**src/rtl/rx_poll_arbiter.sv**
```systemverilog
// rx_poll_arbiter: round-robin poller that captures one packet per grant and flags receivers stuck on valid.
module rx_poll_arbiter #(
    parameter int NUM_PORTS = 4,
    parameter int DATA_W    = 55,
    parameter int TIMEOUT   = 16,
    localparam int PW       = (NUM_PORTS > 1) ? $clog2(NUM_PORTS) : 1
) (
    input  logic                        Clk_S,
    input  logic                        Rst,
    input  logic                        Enable,
    input  logic [NUM_PORTS-1:0]        RX_Data_Valid,
    input  logic [NUM_PORTS*DATA_W-1:0] RX_Data_Flat,
    output logic [NUM_PORTS-1:0]        RX_Ready,
    output logic                        Out_Valid,
    input  logic                        Out_Ready,
    output logic [DATA_W-1:0]           Out_Data,
    output logic [PW-1:0]               Out_Port,
    output logic                        Proto_Err
);
    typedef enum logic [1:0] {IDLE, POLL, RELEASE} state_t;
    state_t state;
    logic [PW-1:0] ptr;
    logic [7:0] cnt;
    logic sel_valid;
    logic [DATA_W-1:0] sel_data;
    logic [PW-1:0] nxt_ptr;
    logic [NUM_PORTS-1:0] one;
    assign one       = NUM_PORTS'(1);
    assign sel_valid = RX_Data_Valid[ptr];
    assign sel_data  = RX_Data_Flat[32'(ptr)*DATA_W +: DATA_W];
    assign nxt_ptr   = (ptr == PW'(NUM_PORTS-1)) ? '0 : ptr + PW'(1);
    always_ff @(posedge Clk_S or posedge Rst) begin
        if (Rst) begin
            state     <= IDLE;
            ptr       <= '0;
            cnt       <= '0;
            RX_Ready  <= '0;
            Out_Valid <= 1'b0;
            Out_Data  <= '0;
            Out_Port  <= '0;
            Proto_Err <= 1'b0;
        end else begin
            if (Out_Valid && Out_Ready)
                Out_Valid <= 1'b0;
            case (state)
                IDLE: begin
                    // a packet consumed this cycle frees the output for a new grant
                    if (Enable && (!Out_Valid || Out_Ready)) begin
                        RX_Ready <= one << ptr;
                        cnt      <= '0;
                        state    <= POLL;
                    end else begin
                        RX_Ready <= '0;
                    end
                end
                POLL: begin
                    if (sel_valid) begin
                        Out_Data  <= sel_data;
                        Out_Port  <= ptr;
                        Out_Valid <= 1'b1;
                        RX_Ready  <= '0;
                        cnt       <= '0;
                        state     <= RELEASE;
                    end else if (cnt == 8'(TIMEOUT-1)) begin
                        RX_Ready <= '0;
                        ptr      <= nxt_ptr;
                        state    <= IDLE;
                    end else if (!Enable) begin
                        RX_Ready <= '0;
                        state    <= IDLE;
                    end else begin
                        cnt <= cnt + 8'd1;
                    end
                end
                RELEASE: begin
                    if (!sel_valid) begin
                        ptr   <= nxt_ptr;
                        state <= IDLE;
                    end else begin
                        if (cnt != 8'hFF)
                            cnt <= cnt + 8'd1;
                        if (cnt == 8'(TIMEOUT-1))
                            Proto_Err <= 1'b1;
                    end
                end
                default: begin
                    RX_Ready <= '0;
                    state    <= IDLE;
                end
            endcase
        end
    end
endmodule

```
**config.mk**
```make
export PLATFORM = sky130hd
export DESIGN_NAME = rx_poll_arbiter
export DESIGN_NICKNAME = d
export VERILOG_FILES = /design/src/rtl/rx_poll_arbiter.sv
export SDC_FILE = /design/constraint.sdc
export NUM_CORES = 1
export LEC_CHECK = 0
export BUFFER_PORTS_ARGS = -buffer_cell sky130_fd_sc_hd__buf_2
export CAP_MARGIN = 20
export CORE_AREA = 2 2 113 115
export DETAILED_ROUTE_END_ITERATION = 7
export DIE_AREA = 0 0 115 117
export PLACE_DENSITY = 0.72
export REMOVE_ABC_BUFFERS = 1
export SYNTH_ARGS = -nofsm -noshare
export SYNTH_HDL_FRONTEND = slang
export SYNTH_SLANG_ARGS = --single-unit
```
**constraint.sdc**
```tcl
create_clock -name Clk_S -period 2.55 [get_ports Clk_S]
set_input_delay 0.1275 -clock Clk_S [delete_from_list [all_inputs] [get_ports Clk_S]]
set_output_delay 0.1275 -clock Clk_S [all_outputs]
set_load 0.02 [all_outputs]
```
==> results.toml, run 1 <==
[global_route]
grt_usage = 0.202
grt_pass1_wl_mm = 20.8
grt_pass1_vias = 4100
antenna_found_initial = 2
grt_remaining_overflow = 0
grt_start_max_net_pins = 43

[setup_path]
critPathCaptureType = "flop"
worst_r2r_endpoint = "cnt[7]"
worstSetupPathType = "flop to flop"
slowest_stage = "a221oi_4"
crit_fanout = 17
r2r_slack_ps = 500
path_buf_inv = 1
cp_top_family = "compound AO/OA/AOI/OAI gates"
crit_chain = "buf_4 > nand2b_1 > o22ai_2 > a221oi_4 > nand3_2 > o31ai_1"
critical_path_cell_count = 6
reg2regPathDepth = 6
timing.rr.start = "ptr[1]"
required_ps = 2780
critPathLaunchType = "flop"
max_stage_delay_ps = 500
crit_arrival_ps = 2280

[timing]
fin_worst_skew_ps = 6.30
fmax_mhz = 488
max-slew-margin-rel = 0.556
hold_viol_final = 0
tightest_slew_ps = 665
slew_viol_final = 0
finalCritPeriodShare = 0.804
fin_crit_ps = 2050
tns_ps = 0
rsz0062_at_grt = "no"
setup-violations-final = 0
fin_hold_ws_ps = 163

[clock_tree]
cts.sinks = 75
post_cts_buffers = 0
cts.path.max_buffers = 2
cts_tree = "yes"
ctsResizeCount = 0
clock_latency_ps = 330
cts-root-buf = "clkbuf_16"
cts_max_level = 3
cts-hold-fix-buffers = 1
clk_pin_slew_worst_paths_ps = 50
cts_buffers = 9

[run]
drv_cap = 0

[logic_synthesis]
synth-simple-area-share = 0.0541
synth_area_leaders = "dfrtp_1 (41%), mux4_2 (27%), mux2_2 (13%)"
avgSynthCellArea_sq_um = 15.0
synthDistinctLibCells = 46
synthAdderAreaFrac = 0.0245
ys.flop_type = "dfrtp_1"
synth_compound_area_frac = 0.0569
syn-cell-area_sq_um = 4600
seq_area_frac_synth = 0.408
synth_top_family_by_area = "multiplexers"
synthMuxAreaShare = 0.424
synth-xor-area-share = 0
ys_ff_latch = 75
synth_top_area_frac = 0.408
yosysTopAreaCell = "dfrtp_1"
yosys_warnings = 0
async_flop_share = 1.00
synth_enable_flop_cells = 0
syn_inst = 306

[place]
place.gp.congestion = 0.828
numPortBuffers = 290
dp_cells = 732
hpwl_mm = 11.4

[power]
ir_drop_mv = 0.443
cellPowerDensity_nw_per_um2 = 1150
p_leak_uw = 0.00313

[min_path]
hold_path_end = "Out_Valid"
worstHoldPathCells = 3
min_from = "Out_Ready"
hp-class = "input port to flop"

[floorplan]
initial_core_util = 0.374
core_area_sq_um = 12300
fp-row-count = 41
die_area_sq_um = 13500
fp.dieW_um = 115
fp.dieH_um = 117
io_pins = 291

[drt]
drtPass1Iterations = 4
drt_iter0_drc = 204
wl_mm = 14.1
avgViaCountPerCell = 5.31
vias = 3975
antenna_left = 0
drc_errors = 0
wl_per_cell_um = 18.9

[final_layout]
area_growth_pct = 42.2
layout.cells.non_filler = 749
fillers = 1074
fin_nets = 831
drive_gt1_frac = 0.732

[status]
outcome = "finished clean"
==> placed cells by master, fill, tap and decap left out, types with 2 or more instances in the layout <==
cell       Yosys  routed
a31o_2         5       5
mux4_2        56      56
clkinv_2       0       3
buf_4          7       4
mux2_2        52      52
o2bb2ai_1      2       2
o21ai_0        6       6
nor2b_1        4       4
dfrtp_1       75      73
bufinv_16      0       2
nand2b_1       5       5
a21oi_1        2       2
and3_1         2       2
nand3_1        7       7
mux2_1         6       6
buf_12         0       3
clkbuf_16      0       9
nand2_1       11      11
ha_1           9       9
buf_2          9     290
inv_1          9       8
mux2i_1        2       2
or3_1          2       2
a32o_1         3       3
nor2_1         4       4
==> state kept, by name (all words and copies together), names as in the netlist <==
| register | count |
|---|---|
| RX_Ready | 4 |
| Out_Data | 55 |
| Proto_Err | 1 |
| state | 2 |
| Out_Valid | 1 |
| Out_Port | 2 |
| cnt | 8 |
| ptr | 2 |
==> cells by family (layout without fill, tap and decap cells) <==
kind of cell               after synthesis  after routing
AOI/OAI and AO/OA                       30             30
adders and majority gates                9              9
buffers and inverters                   30            322
DFF                                     75             75
muxes                                  117            117
other                                    0              1
and+or+nand+nor                         45             45
==> routing by layer <==
metal	up-vias	wire length, um	share of wire	track usage
met5	-	0	0	0
met2	193	7520	0.53	0.367
met3	15	1000	0.071	0.0443
li1	1781	-	-	-
met1	1986	5420	0.38	0.244
met4	0	180	0.013	0.0562
==> Yosys cell counts, types with 3 or more instances <==
library cell,number
a31o_2,5
a32o_1,3
buf_2,9
buf_4,7
clkbuf_1,4
dfrtp_1,75
ha_1,9
inv_1,9
mux2_1,6
mux2_2,52
mux4_2,56
nand2_1,11
nand2b_1,5
nand3_1,7
nor2_1,4
nor2b_1,4
o21ai_0,6
==> how the worst max path moves through the flow <==
stage,startpoint,endpoint,slack (ps)
4_1_cts,ptr[1],cnt[7],500
3_3_place_gp,ptr[0],Out_Data[53],570
5_1_grt,state[1],cnt[7],360
6_report,ptr[1],cnt[7],500
2_1_floorplan,ptr[0],Out_Data[0],-1860
3_5_place_dp,ptr[0],Out_Data[31],520
==> where the power goes <==
| part | switching, uW | internal, uW |
|---|---|---|
| sequential | 284 | 1730 |
| clock | 478 | 850 |
| combinational | 2130 | 2050 |
| total | 2890 | 4640 |
==> final cells by class <==
class	count	area (sq um)	area share
well taps	150	188	0.0287
flip-flops and latches	75	1880	0.288
repair buffers	298	1550	0.237
clock inverters	5	78.8	0.0121
inverters	9	35.0	0.00536
clock buffers	10	229	0.0350
multi-input cells	201	2570	0.393
diodes	1	2.50	0.000383
==> stage by stage <==
stage | util | cell area (sq um) | setup WS (ps) | total power, uW
finish | 0.531 | 6540 | 499 | 7530
global route | 0.531 | 6540 | 356 | 8010
CTS | 0.531 | 6540 | 497 | 7630
detailed placement | 0.505 | 6220 | 517 | 6260
global placement | 0.505 | 6220 | 572 | 6120
floorplan | - | 4480 | -1860 | 5040
==> worst register-to-register path: cells and delay by family (launching register included) <==
family	cells	cell delay, ps
AOI/OAI and AO/OA	3	900
buffers and inverters	1	270
and+or+nand+nor	2	350
DFF	1	430
Note: power is estimated with default switching activity, not from simulation.
==> run 2: changes to the inputs <==
==> constraint.sdc (replaced) <==
create_clock -name Clk_S -period 1.9 [get_ports Clk_S]
set_input_delay 0.095 -clock Clk_S [delete_from_list [all_inputs] [get_ports Clk_S]]
set_output_delay 0.095 -clock Clk_S [all_outputs]
set_load 0.02 [all_outputs]
==> results.toml, run 2 (synthesis results as in run 1) <==
[timing]
setup-violations-final = 0
max-slew-margin-rel = 0.706
fin_crit_ps = 1880
slew_viol_final = 0
tightest_slew_ps = 441
finalCritPeriodShare = 0.992
rsz0062_at_grt = "yes"
hold_viol_final = 0
fin_worst_skew_ps = 6.31
fmax_mhz = 531

[power]
switching_share = 0.374
seqPwrFrac = 0.251
power_switching_uw = 4040
ir_drop_mv = 0.746
pwr-share-clk = 0.183
p_leak_uw = 0.00328
internal_power_uw = 6750
combPwrFrac = 0.566
cellPowerDensity_nw_per_um2 = 1570

[final_layout]
mostFrequentLayoutCells = "buf_2 (290), dfrtp_1 (73), mux4_2 (56), mux2_2 (52), buf_4 (20)"
area_growth_pct = 49.2
layout.cells.non_filler = 770
largest-register = "Out_Data"
fillers = 1028
drive_gt1_frac = 0.752
final_common_cell = "buf_2"
largest_register_ffs = 55
antenna_cells = 0
final_area_sq_um = 6860
fin_nets = 852
reg_top3 = "Out_Data (55), cnt (8), RX_Ready (4)"

[global_route]
grt_remaining_overflow = 0
grt_start_max_net_pins = 76
grt_pass1_wl_mm = 19.9
grt_usage = 0.196
antenna_found_initial = 1
grt_pass1_vias = 3922

[floorplan]
die_area_sq_um = 13500
core_area_sq_um = 12300
fp.dieH_um = 117
initial_core_util = 0.374
io_pins = 291
fp-row-count = 41
fp.dieW_um = 115

[clock_tree]
cts.sinks = 75
cts_max_level = 3
cts-root-buf = "clkbuf_16"
clock_latency_ps = 340
cts.path.max_buffers = 2
clk_pin_slew_worst_paths_ps = 50
cts_tree = "yes"
cts_buffers = 9

[place]
numPortBuffers = 290
dp_cells = 746
hpwl_mm = 11.1
dpl-instance-area_sq_um = 6350
place.gp.congestion = 0.836

[status]
outcome = "finished clean"

[setup_path]
required_ps = 2120
crit_arrival_ps = 2110
timing.rr.start = "ptr[0]"
worstSetupPathType = "flop to flop"
critPathCaptureType = "flop"
crit_start = "ptr[0]"
crit_fanout = 7
critPathLaunchType = "flop"

[min_path]
min_from = "Out_Ready"
hp-class = "input port to flop"

[drt]
drc_errors = 0
antenna_left = 0
drt_iter0_drc = 136
wl_mm = 14.2
drtPass1Iterations = 4
wl_per_cell_um = 18.5
vias = 4023
avgViaCountPerCell = 5.22

[run]
drv_cap = 0
run 2: cell types whose count changed in the layout (fill, tap and decap cells not counted), sizes merged:
cell	previous run	this run
buf	297	317
bufinv	2	3
clkbuf	10	13
clkinv	4	1
clkinvlp	0	1
diode	1	0
run 2: final timing paths:
| kind | end | slack, ps | depth (start not counted) |
|---|---|---|---|
| max in group asynchronous | ptr[0] | 1140 | 4 |
| min in group asynchronous | Out_Data[35] | 390 | 4 |
| min | Out_Valid | 80 | 3 |
| max reg2reg | cnt[4] | 20 | 6 |
| min reg2reg | Out_Port[0] | 480 | 2 |
| max | cnt[4] | 20 | 6 |
run 2: cell type report:
| class | instances | area, sq um | area share |
|---|---|---|---|
| multi-input combinational | 201 | 2660 | 0.387 |
| sequential | 75 | 1880 | 0.274 |
| timing repair buffer | 319 | 1760 | 0.256 |
| clock buffer | 12 | 246 | 0.0359 |
| tap | 150 | 188 | 0.0273 |
| clock inverter | 4 | 97.6 | 0.0142 |
| inverter | 9 | 35.0 | 0.00510 |
run 2: worst max-delay path, stage by stage, from the launching register on:
cell and delay [ps]:
dfrtp_4 510, mux2_4 340, o22ai_4 260, a221oi_4 120, buf_6 150, and2_4 170, a32o_1 210
run 2: power by group through the flow:
| stage | clock (uW) | sequential [uW] | combinational (uW) |
|---|---|---|---|
| 2_1_floorplan | 0 | 3860 | 2770 |
| 3_3_place_gp | 0 | 2690 | 5690 |
| 3_5_place_dp | 0 | 2740 | 5820 |
| 4_1_cts | 2010 | 2710 | 5930 |
| 5_1_grt | 2090 | 2800 | 6550 |
| 6_report | 1970 | 2710 | 6110 |
run 2: metal layers:
metal  routed length (um)  vias up  track usage
li1                     -     1833            -
met1                 5450     1989        0.238
met2                 7480      178        0.341
met3                 1020       21       0.0479
met4                  255        2       0.0739
met5                   10        -            0
run 2: what timing repair did:
item	CTS	global route
setup endpoints to repair	7	33
gates resized for setup	3	14
endpoints found under the hold margin	75	0
hold buffers	1	0
gates cloned	0	1
setup buffers	3	5
pin swaps	1	5
run 2: stage by stage:
step,TNS [ps],setup slack (ps),power [uW],utilization,hold WS [ps]
floorplan,-184470,-2510,6630,-,298
global placement,0,42.8,8380,0.516,204
detailed placement,-124,-42.5,8560,0.516,208
CTS,0,6.94,10700,0.548,68.9
global route,-103,-35.4,11400,0.557,117
finish,0,15.9,10800,0.557,80.3
==> run 3: changes to the inputs <==
--- a/config.mk
+++ b/config.mk
@@ -7,10 +7,10 @@
 export LEC_CHECK = 0
 export BUFFER_PORTS_ARGS = -buffer_cell sky130_fd_sc_hd__buf_2
 export CAP_MARGIN = 20
-export CORE_AREA = 2 2 113 115
+export CORE_MARGIN = 2
+export CORE_UTILIZATION = 39
 export DETAILED_ROUTE_END_ITERATION = 7
-export DIE_AREA = 0 0 115 117
-export PLACE_DENSITY = 0.72
+export PLACE_DENSITY = 0.77
 export REMOVE_ABC_BUFFERS = 1
 export SYNTH_ARGS = -nofsm -noshare
 export SYNTH_HDL_FRONTEND = slang
==> constraint.sdc (replaced) <==
create_clock -name Clk_S -period 1.68 [get_ports Clk_S]
set_input_delay 0.084 -clock Clk_S [delete_from_list [all_inputs] [get_ports Clk_S]]
set_output_delay 0.084 -clock Clk_S [all_outputs]
set_load 0.02 [all_outputs]
==> results.toml, run 3 (synthesis results as in run 1) <==
[setup_path]
slowest_stage = "mux4_2"
critPathCaptureType = "flop"
crit_chain = "mux4_2 > buf_6 > o31ai_4 > nand2_4 > and2_4 > a32o_1"
timing.rr.start = "ptr[0]"
reg2regPathDepth = 6
crit_fanout = 5
crit_arrival_ps = 2090
crit_start = "ptr[0]"
critPathLaunchType = "flop"
required_ps = 1900
worstSetupPathType = "flop to flop"
worst_r2r_endpoint = "cnt[4]"
endpoint = "cnt[4]"
r2r_slack_ps = -190
max_stage_delay_ps = 570

[global_route]
grtUsageMet3 = 0.0572
grt_remaining_overflow = 0
grt_pass1_vias = 4535
grt_start_max_net_pins = 76
met1_usage = 0.285
use_met2 = 0.400
grt_usage = 0.236
antenna_found_initial = 1
top_usage_layer = "met2"
grt_pass1_wl_mm = 23.3

[timing]
tightest_slew_ps = 411
fmax_mhz = 534
max-slew-margin-rel = 0.726
rsz0062_at_grt = "yes"
layout_setup_ws_ps = -192
finalCritPeriodShare = 1.11
fin_crit_ps = 1870
hold_viol_final = 0
setup-violations-final = 73
fin_worst_skew_ps = 8.90
slew_viol_final = 0

[final_layout]
multi_input_area_sq_um = 2760
largest-register = "Out_Data"
final_common_cell = "buf_2"
mostFrequentLayoutCells = "buf_2 (290), dfrtp_1 (73), mux4_2 (56), mux2_2 (49), buf_4 (36)"
area_growth_pct = 58.2
largest_register_ffs = 55
fillers = 876
ff_latch_area_sq_um = 1880
drive_gt1_frac = 0.790
final_util = 0.634
fin_nets = 880
reg_top3 = "Out_Data (55), cnt (8), RX_Ready (4)"

[power]
p_leak_uw = 0.00351
ir_drop_mv = 1.02
cellPowerDensity_nw_per_um2 = 1800
p_total_uw = 13100

[drt]
antenna_left = 0
wl_mm = 15.7
drtPass1Iterations = 4
drt_iter0_drc = 261
vias = 4250
drc_errors = 0
avgViaCountPerCell = 5.37
wl_per_cell_um = 19.8

[place]
numPortBuffers = 290
place.gp.congestion = 0.884
hpwl_mm = 11.6

[floorplan]
core_area_sq_um = 11500
io_pins = 291
fp-row-count = 39
fp.dieH_um = 113
die_area_sq_um = 12700
fp.dieW_um = 113
initial_core_util = 0.401

[min_path]
hp-class = "input port to flop"

[clock_tree]
cts-root-buf = "clkbuf_16"
cts.path.max_buffers = 2
cts_tree = "yes"
cts_max_level = 3
clk_pin_slew_worst_paths_ps = 60
clock_latency_ps = 340
cts.sinks = 75
cts_buffers = 9

[run]
drv_cap = 0

[status]
outcome = "finished with violations"
failed_checks = "setup timing"
run 3: cell count changes in the layout (fill, tap and decap cells not counted), sizes merged:
cell / delta
diode: +1
clkinvlp: -1
clkinv: +1
buf: +27
clkbuf: +1
run 3: area by class of cell:
class | count | share of cell area
clock inverter | 4 | 0.0131
timing repair buffer | 347 | 0.282
multi-input combinational | 201 | 0.379
tap | 143 | 0.0246
clock buffer | 12 | 0.0366
inverter | 9 | 0.00516
antenna | 1 | 0.000344
sequential | 75 | 0.259
run 3: repair_timing:
action / 4_1_cts / 5_1_grt
gates cloned: 0 / 2
setup buffers: 10 / 7
hold endpoints to repair: 75 / 0
endpoints found under the setup margin: 71 / 72
gates resized for setup: 23 / 26
pin swaps: 9 / 14
hold buffers: 1 / 0
run 3: how the worst min path moves through the flow:
| stage | slack, ps | startpoint | cells after the start | to |
|---|---|---|---|---|
| after global routing | 90 | Out_Ready | 3 | Out_Valid |
| after global placement | 190 | Rst | 3 | Out_Data[50] |
| after CTS | 40 | Out_Ready | 3 | Out_Valid |
| after detailed placement | 200 | Rst | 3 | Out_Data[50] |
| after floorplan | 290 | Out_Ready | 2 | Out_Valid |
| final | 50 | Out_Ready | 3 | Out_Valid |
run 3: through the flow:
step	hold slack (ps)	instance area, sq um	setup WS, ps	setup TNS, ps	cells
floorplan	287	4480	-2730	-216650	285
global placement	185	6500	-175	-8040	755
detailed placement	199	6500	-269	-11280	755
CTS	43.8	7050	-160	-8940	782
global route	86.3	7270	-277	-15750	792
finish	54.5	7270	-192	-10950	792
run 3: worst max-delay path, delay by kind of cell (launching register included):
family | cells | cell delay, ps
AND/OR/NAND/NOR | 2 | 260
buffers and inverters | 1 | 170
flip-flops | 1 | 450
multiplexers | 1 | 570
AO/OA/AOI/OAI | 2 | 310
run 3: metal layers:
layer,vias to the layer above,share of wire
li1,1894,-
met1,2110,0.38
met2,204,0.51
met3,42,0.069
met4,0,0.036
met5,-,0
run 3: where the power goes:
part	internal, uW	switching [uW]
clock network	1570	743
registers	2630	436
logic	4020	3710
